--- src/rtl/fp16_to_int.sv ---
// Serial binary16 -> int16 converter: one mantissa shift per clock, saturating.
// Define FP2INT_ROUND_EN for round-to-nearest-even; default build truncates.
module fp16_to_int #(
  parameter int MAX_RSHIFT = 12
) (
  input  logic        clk_44,
  input  logic        reset_44,
  input  logic        data_incoming_44,
  input  logic [15:0] cvtIn_44,
  output logic [15:0] cvtOut_44,
  output logic        done_44,
  output logic        busy_44,
  output logic        overflow_44,
  output logic        invalid_44
);

  typedef enum logic [1:0] {
    S_IDLE,
    S_LOAD,
    S_SHIFT,
    S_FIN
  } state_t;

  typedef enum logic [1:0] {
    C_ZERO,
    C_INF,
    C_NAN,
    C_NORM
  } cls_t;

  localparam logic [5:0] LP_RMAX = 6'(MAX_RSHIFT);

  state_t      r_state;
  cls_t        r_cls;
  logic [15:0] r_in;
  logic        r_left;
  logic [5:0]  r_cnt;
  logic [16:0] r_mag;
`ifdef FP2INT_ROUND_EN
  logic        r_guard;
  logic        r_sticky;
`endif

  logic [4:0]  w_exp;
  logic [9:0]  w_frac;
  logic        w_sign;
  logic [5:0]  w_rdist;
  logic [5:0]  w_rk;
  logic [5:0]  w_lk;
  logic [16:0] w_mag;
  logic [15:0] w_res;
  logic        w_ovf;
  logic        w_inv;

  assign w_sign  = r_in[15];
  assign w_exp   = r_in[14:10];
  assign w_frac  = r_in[9:0];
  assign w_rdist = 6'd25 - {1'b0, w_exp};
  assign w_rk    = (w_rdist >= LP_RMAX) ? LP_RMAX : w_rdist;
  assign w_lk    = {1'b0, w_exp} - 6'd25;

`ifdef FP2INT_ROUND_EN
  logic w_inc;
  assign w_inc = r_guard & (r_sticky | r_mag[0]);
  assign w_mag = r_mag + {16'd0, w_inc};
`else
  assign w_mag = r_mag;
`endif

  // Negative range is one wider: -32768 is exact, not an overflow.
  always_comb begin
    w_res = 16'h0000;
    w_ovf = 1'b0;
    w_inv = 1'b0;
    unique case (r_cls)
      C_ZERO: w_res = 16'h0000;
      C_NAN:  w_inv = 1'b1;
      C_INF: begin
        w_res = w_sign ? 16'h8000 : 16'h7FFF;
        w_ovf = 1'b1;
      end
      C_NORM: begin
        if (!w_sign) begin
          if (w_mag > 17'd32767) begin
            w_res = 16'h7FFF;
            w_ovf = 1'b1;
          end else begin
            w_res = w_mag[15:0];
          end
        end else begin
          if (w_mag > 17'd32768) begin
            w_res = 16'h8000;
            w_ovf = 1'b1;
          end else begin
            w_res = ~w_mag[15:0] + 16'd1;
          end
        end
      end
      default: w_res = 16'h0000;
    endcase
  end

  always_ff @(posedge clk_44 or negedge reset_44) begin
    if (!reset_44) begin
      r_state     <= S_IDLE;
      r_cls       <= C_ZERO;
      r_in        <= 16'h0000;
      r_left      <= 1'b0;
      r_cnt       <= 6'd0;
      r_mag       <= 17'd0;
`ifdef FP2INT_ROUND_EN
      r_guard     <= 1'b0;
      r_sticky    <= 1'b0;
`endif
      cvtOut_44   <= 16'h0000;
      done_44     <= 1'b0;
      busy_44     <= 1'b0;
      overflow_44 <= 1'b0;
      invalid_44  <= 1'b0;
    end else begin
      done_44 <= 1'b0;
      unique case (r_state)
        S_IDLE: begin
          if (data_incoming_44) begin
            r_in    <= cvtIn_44;
            busy_44 <= 1'b1;
            r_state <= S_LOAD;
          end
        end
        S_LOAD: begin
          r_mag <= {6'd0, 1'b1, w_frac};
`ifdef FP2INT_ROUND_EN
          r_guard  <= 1'b0;
          r_sticky <= 1'b0;
`endif
          if (w_exp == 5'd0) begin
            r_cls   <= C_ZERO;
            r_state <= S_FIN;
          end else if (w_exp == 5'd31) begin
            r_cls   <= (w_frac == 10'd0) ? C_INF : C_NAN;
            r_state <= S_FIN;
          end else if (w_exp < 5'd25) begin
            r_cls   <= C_NORM;
            r_left  <= 1'b0;
            r_cnt   <= w_rk;
            r_state <= S_SHIFT;
          end else begin
            r_cls   <= C_NORM;
            r_left  <= 1'b1;
            r_cnt   <= w_lk;
            r_state <= (w_lk == 6'd0) ? S_FIN : S_SHIFT;
          end
        end
        S_SHIFT: begin
          if (r_left) begin
            r_mag <= r_mag << 1;
          end else begin
            r_mag <= r_mag >> 1;
`ifdef FP2INT_ROUND_EN
            r_guard  <= r_mag[0];
            r_sticky <= r_sticky | r_guard;
`endif
          end
          r_cnt <= r_cnt - 6'd1;
          if (r_cnt == 6'd1) r_state <= S_FIN;
        end
        S_FIN: begin
          cvtOut_44   <= w_res;
          overflow_44 <= w_ovf;
          invalid_44  <= w_inv;
          done_44     <= 1'b1;
          busy_44     <= 1'b0;
          r_state     <= S_IDLE;
        end
        default: r_state <= S_IDLE;
      endcase
    end
  end

endmodule
--- config.mk ---
export PLATFORM = sky130hd
export DESIGN_NAME = fp16_to_int
export DESIGN_NICKNAME = d
export VERILOG_FILES = /design/src/rtl/fp16_to_int.sv
export SDC_FILE = /design/constraint.sdc
export NUM_CORES = 1
export LEC_CHECK = 0
export CAP_MARGIN = 25
export CORE_ASPECT_RATIO = 0.7
export CORE_MARGIN = 2
export CORE_UTILIZATION = 40
export DETAILED_ROUTE_END_ITERATION = 8
export PLACE_DENSITY = 0.56
export SYNTH_ARGS = -nofsm -noshare
export SYNTH_HDL_FRONTEND = slang
export SYNTH_SLANG_ARGS = --single-unit
--- constraint.sdc ---
create_clock -name clk_44 -period 2.39 [get_ports clk_44]
set_input_delay 0.478 -clock clk_44 [delete_from_list [all_inputs] [get_ports clk_44]]
set_output_delay 0.478 -clock clk_44 [all_outputs]
set_load 0.02 [all_outputs]
==> impl_metrics.toml, run 1 <==
[global_routing]
grt_pass1_vias = 3403
overflow = 0
antenna_found_initial = 0
grt_pass1_wl_um = 17730
grt_max_degree = 65
grtUsageTotal_pct = 19.92

[die]
fp.dieW_um = 125.8
core-area_mm2 = 0.01024
rows = 31
die_area_mm2 = 0.01123
initial_core_util_pct = 40.55
die-height_um = 89.25
ios = 39

[critical_path]
end_kind = "flip-flop"
startpoint_type = "flip-flop"
r2r_slack_ns = 0.24
r2r_cells = 7
crit_fanout = 8
cp_data_required_time_ns = 2.63
worstPathArrival_ns = 2.39
path_class = "reg2reg"

[power]
vdd_drop_max_uv = 516.5
intPower_mw = 4.133
p_leak_nw = 2.007
p_comb_share_pct = 52.9
swShare_pct = 44.23
clkPwrFrac_pct = 16.5
switching_power_mw = 3.277
pwr-share-seq_pct = 30.7
power_mw = 7.410
p_per_area_mw_per_mm2 = 1485

[detailed_routing]
vias_per_cell = 5.746
dr.pass1.iters = 5
drtAntennaViolNets = 0
wirelength_um = 10640
routedWlPerCell_um = 17.18
vias = 3557
first_iter_violations = 265
post-route-drc-count = 0

[placed_design]
place_congestion = 0.8930
port_buffers = 38
placed_cell_area_mm2 = 0.004701
place.detailed.hpwl_um = 7565
post-place-ws_ns = 0.2696
dp_cells = 603

[synth]
synth-main-ff-cell = "dfrtp_1"
postSynth.asyncResetShare_pct = 100.0
synth-seq-area-share_pct = 38.57
synthCells = 446
synth_edf_count = 0
synth_cell_types = 66
ys_warn_count = 0
synth.area.top_cells = "dfrtp_1, mux2_2, ha_1"
synth.most_common_cell = "dfrtp_1"
synth_seq_cells = 64
avgSynthCellArea_um2 = 9.311
synth_top_area_cell = "dfrtp_1"
yosys-top-cells-count = "dfrtp_1, nor2_1, inv_1"
syn_area_mm2 = 0.004153
synthDominantCellAreaShare_pct = 38.57
syn_nets = 480

[timing]
timing.final.hold_violations = 0
finalCritPeriodShare_pct = 89.87
finalSetupViolCount = 0
layout_min_cycle_time_ns = 2.148
max_freq_mhz = 465.6
fin_ws_ns = 0.2422
whs_ns = 0.1148
tns_ns = 0
grt_setup_unrepaired = "false"
relSlewSlack_pct = 53.54
slew_viol_final = 0
skew_ns = 0.006846
worstMarginPinSlew_ns = 0.6911

[finish]
nets = 516
drive_gt1_share_pct = 17.04
syn_to_final_growth_pct = 20.16
postLayoutCellArea_mm2 = 0.004990
num-fill-cells = 963
fin_cells = 619
antenna_cells = 0
final_core_util_pct = 48.73

[clock_network]
cts_made_buffers = 9
cts_hold_buffers = 0
htree_levels = 3
clock-root-buffer = "clkbuf_16"
cts_tree = "built"
clkTransAtPathRegs_ns = 0.06
clkSinkCount = 64
cts.path.max_buffers = 2
clock_latency_ns = 0.33

[worst_hold_path]
hold_class = "in2async"

[job]
maxCapViolCount = 0

[outcome]
outcome = "finished clean"
flip-flops by register name (all words and copies together) (netlist names):
| register | count |
|---|---|
| r_in | 16 |
| r_state | 2 |
| busy_44 | 1 |
| r_left | 1 |
| r_cnt | 6 |
| done_44 | 1 |
| invalid_44 | 1 |
| r_cls | 2 |
| cvtOut_44 | 16 |
| r_mag | 17 |
| overflow_44 | 1 |
path summary, 6_finish.rpt:
path,start,to
setup / recovery,r_mag[1],cvtOut_44[14]
hold / removal,reset_44,r_cnt[0]
setup reg to reg,r_mag[1],cvtOut_44[14]
hold reg to reg,invalid_44,invalid_44
max in group asynchronous,reset_44,r_cnt[3]
min in group clk_44,invalid_44,invalid_44
repair_timing:
item | in CTS | in global routing
setup buffers | 0 | 0
endpoints found under the setup margin | 0 | 1
gates resized for setup | 0 | 1
area by class of cell:
| cell class | instances | area (um^2) | area share (%) |
|---|---|---|---|
| multi-input cells | 317 | 2285 | 45.79 |
| flip-flops and latches | 64 | 1602 | 32.10 |
| repair buffers | 58 | 538.0 | 10.78 |
| clock buffers | 9 | 225.2 | 4.514 |
| well taps | 132 | 165.2 | 3.310 |
| inverters | 32 | 120.1 | 2.407 |
| clock inverters | 7 | 55.05 | 1.103 |
kinds of logic (layout without fill, tap and decap cells):
kind of cell,Yosys count,count (layout),share of synthesized area [%]
AOI/OAI and AO/OA,112,112,18.29
xor gates and xnor gates,10,10,2.109
adders and majority gates,15,15,4.519
and+or+nand+nor,137,137,18.74
buffers and inverters,65,106,6.628
DFF,64,64,38.57
muxes,43,43,11.15
power by group through the flow:
stage,Clock (mW),Sequential [mW],Combinational (mW)
after floorplan,0,2.10,2.80
after global placement,0,2.26,3.84
after detailed placement,0,2.27,3.87
after CTS,1.25,2.26,3.90
after global routing,1.31,2.36,4.36
final,1.22,2.27,3.92
metal layers:
layer,up-vias,wire length [um],global-route usage (%),share of wire [%]
met4,0,110,4.296,1.0
li1,1695,-,-,-
met3,11,865,6.762,8.1
met5,-,0,0,0
met1,1719,5416,29.34,51
met2,132,4243,28.30,40
layout by cell type (no fill, tap or decap), drive strengths merged, types with 3 or more instances in the layout:
cell	instances
mux2i	17
inv	33
o22ai	12
nand4	5
xor2	3
o211ai	6
a41oi	3
nor2b	4
a311oi	3
o32ai	7
nor4	7
dfrtp	64
nor3	16
clkdlybuf4s50	37
or4	3
ha	15
nor4b	3
a31oi	5
o21ai	23
nand2	29
nor2	37
mux2	26
clkinv	4
a21oi	25
buf	21
a211oi	4
nand3	14
xnor2	7
a221oi	3
nand2b	4
clkbuf	9
worst max-delay path, stage by stage (launching register included):
cell and delay (ns):
dfrtp_1 0.46, inv_1 0.11, ha_1 0.20, nor4b_2 0.46
nor4b_2 0.38, xnor2_1 0.17, a21oi_1 0.09, nor3_1 0.19
No activity file was read; power rests on OpenSTA's default activity.
==> run 2: changes to the inputs <==
==> constraint.sdc (replaced) <==
create_clock -name clk_44 -period 2.39 [get_ports clk_44]
set_input_delay 0.478 -clock clk_44 [delete_from_list [all_inputs] [get_ports clk_44]]
set_output_delay 0.478 -clock clk_44 [all_outputs]
set_load 0.005 [all_outputs]
==> results of run 2 <==
The final DEF is identical to that of run 1. Status: finished clean.
Main changes from that run: total power 7.410 mW -> 7.222 mW
==> run 3: changes to the inputs <==
--- a/config.mk
+++ b/config.mk
@@ -8,9 +8,10 @@
 export CAP_MARGIN = 25
 export CORE_ASPECT_RATIO = 0.7
 export CORE_MARGIN = 2
-export CORE_UTILIZATION = 40
+export CORE_UTILIZATION = 55
+export CTS_CLUSTER_DIAMETER = 40
 export DETAILED_ROUTE_END_ITERATION = 8
-export PLACE_DENSITY = 0.56
+export PLACE_DENSITY = 0.74
 export SYNTH_ARGS = -nofsm -noshare
 export SYNTH_HDL_FRONTEND = slang
 export SYNTH_SLANG_ARGS = --single-unit
==> impl_metrics.toml, run 3 (same netlist as run 1, synthesis figures left out) <==
[outcome]
outcome = "finished clean"

[die]
die_area_mm2 = 0.008272
die-height_um = 76.70
core-area_mm2 = 0.007320
ios = 39
initial_core_util_pct = 56.74
rows = 26
fp.dieW_um = 107.9

[timing]
finalSetupViolCount = 0
fin_ws_ns = 0.2015
slew_viol_final = 0
tns_ns = 0
layout_min_cycle_time_ns = 2.188
relSlewSlack_pct = 52.86
finalCritPeriodShare_pct = 91.57
max_freq_mhz = 456.9
grt_setup_unrepaired = "false"
timing.final.hold_violations = 0
worstMarginPinSlew_ns = 0.7070
skew_ns = 0.009401

[global_routing]
grtUsageTotal_pct = 26.74
grtUsageMet3_pct = 6.463
grt.busiest_layer = "met1"
met1_usage_pct = 41.23
grt_pass1_wl_um = 17370
grtUsageMet2_pct = 36.42
grt_max_degree = 42
grt_pass1_vias = 3440
antenna_found_initial = 0
overflow = 0

[critical_path]
worstPathArrival_ns = 2.40
critPathLaunch = "r_in[10]"
path_class = "reg2reg"
startpoint_type = "flip-flop"
cp_data_required_time_ns = 2.60
r2r_slack_ns = 0.20
end_kind = "flip-flop"
crit_fanout = 9
rr_endpoint = "r_cnt[3]"
r2r_cells = 7
r2r-start = "r_in[10]"

[detailed_routing]
routedWlPerCell_um = 17.68
dr.pass1.iters = 5
wirelength_um = 10260
post-route-drc-count = 0
vias_per_cell = 6.198
first_iter_violations = 347
drtAntennaViolNets = 0
vias = 3595

[finish]
fin_cells = 580
drive_gt1_share_pct = 16.39
num-fill-cells = 612
multiInputGateArea_mm2 = 0.002283
antenna_cells = 0
most-common-layout-cells = "dfrtp_1, nor2_1, clkdlybuf4s50_1, inv_1, nand2_1"
postLayoutCellArea_mm2 = 0.004867
nets = 512
regMostFlops = "r_mag"
regArea_mm2 = 0.001602
syn_to_final_growth_pct = 17.20
final_common_cell = "dfrtp_1"
largest_reg_flops = 17
reg_top3 = "r_mag: 17 flops, cvtOut_44: 16 flops, r_in: 16 flops"

[job]
maxCapViolCount = 0

[clock_network]
htree_levels = 3
cts.path.max_buffers = 2
clkTransAtPathRegs_ns = 0.07
cts_made_buffers = 9
clock_latency_ns = 0.35
cts_tree = "built"
cts_hold_buffers = 0
clkSinkCount = 64
clock-root-buffer = "clkbuf_8"

[placed_design]
place.detailed.hpwl_um = 7386
dp_cells = 565
post-place-ws_ns = 0.1690
place_congestion = 0.9636
placed_cell_area_mm2 = 0.004641
port_buffers = 38

[power]
p_leak_nw = 1.963
vdd_drop_max_uv = 740.3
p_per_area_mw_per_mm2 = 1443

[worst_hold_path]
hold_class = "in2async"
run 3: critical path, stage by stage (launching register included):
cell	delay (ns)
dfrtp_1	0.46
inv_1	0.12
ha_1	0.15
nor4b_2	0.37
a41oi_2	0.17
and2_1	0.32
a221oi_1	0.34
o31ai_1	0.12
run 3: area by class of cell:
class	instances	share of cell area, %
multi-input cells	317	46.92
inverters	32	2.468
flip-flops and latches	64	32.90
well taps	98	2.519
repair buffers	54	10.69
clock inverters	5	1.671
clock buffers	10	2.828
run 3: power breakdown:
group / internal [mW] / leakage, nW / switching, mW / total, mW
clock network: 0.609 / 0.108 / 0.432 / 1.04
logic: 1.82 / 1.09 / 1.87 / 3.69
registers: 1.59 / 0.764 / 0.709 / 2.29
run 3: through the flow:
stage / utilization (%) / power, mW / hold slack (ns)
final: 66.50 / 7.023 / 0.1222
after global placement: 63.40 / 5.802 / 0.5100
after CTS: 66.39 / 6.997 / 0.1342
after detailed placement: 63.40 / 5.921 / 0.5144
after global routing: 66.50 / 7.574 / 0.1537
after floorplan: - / 4.724 / 0.1824
run 3: repair_timing:
item / in CTS / in global routing
setup endpoints to repair: 0 / 3
resized for setup: 0 / 1
buffers inserted: 0 / 0
run 3: how the worst max path moves through the flow:
| stage | to | slack, ns |
|---|---|---|
| after floorplan | r_cnt[3] | 0.40 |
| after global placement | r_cnt[1] | 0.29 |
| after detailed placement | r_cnt[3] | 0.17 |
| after CTS | r_cnt[3] | 0.13 |
| after global routing | overflow_44 | 0.06 |
| final | r_cnt[3] | 0.20 |
run 3: routing by layer:
layer,vias to the layer above,wire length [um]
met5,-,0
met4,0,159
met3,18,850
met2,156,4431
met1,1734,4815
li1,1687,-
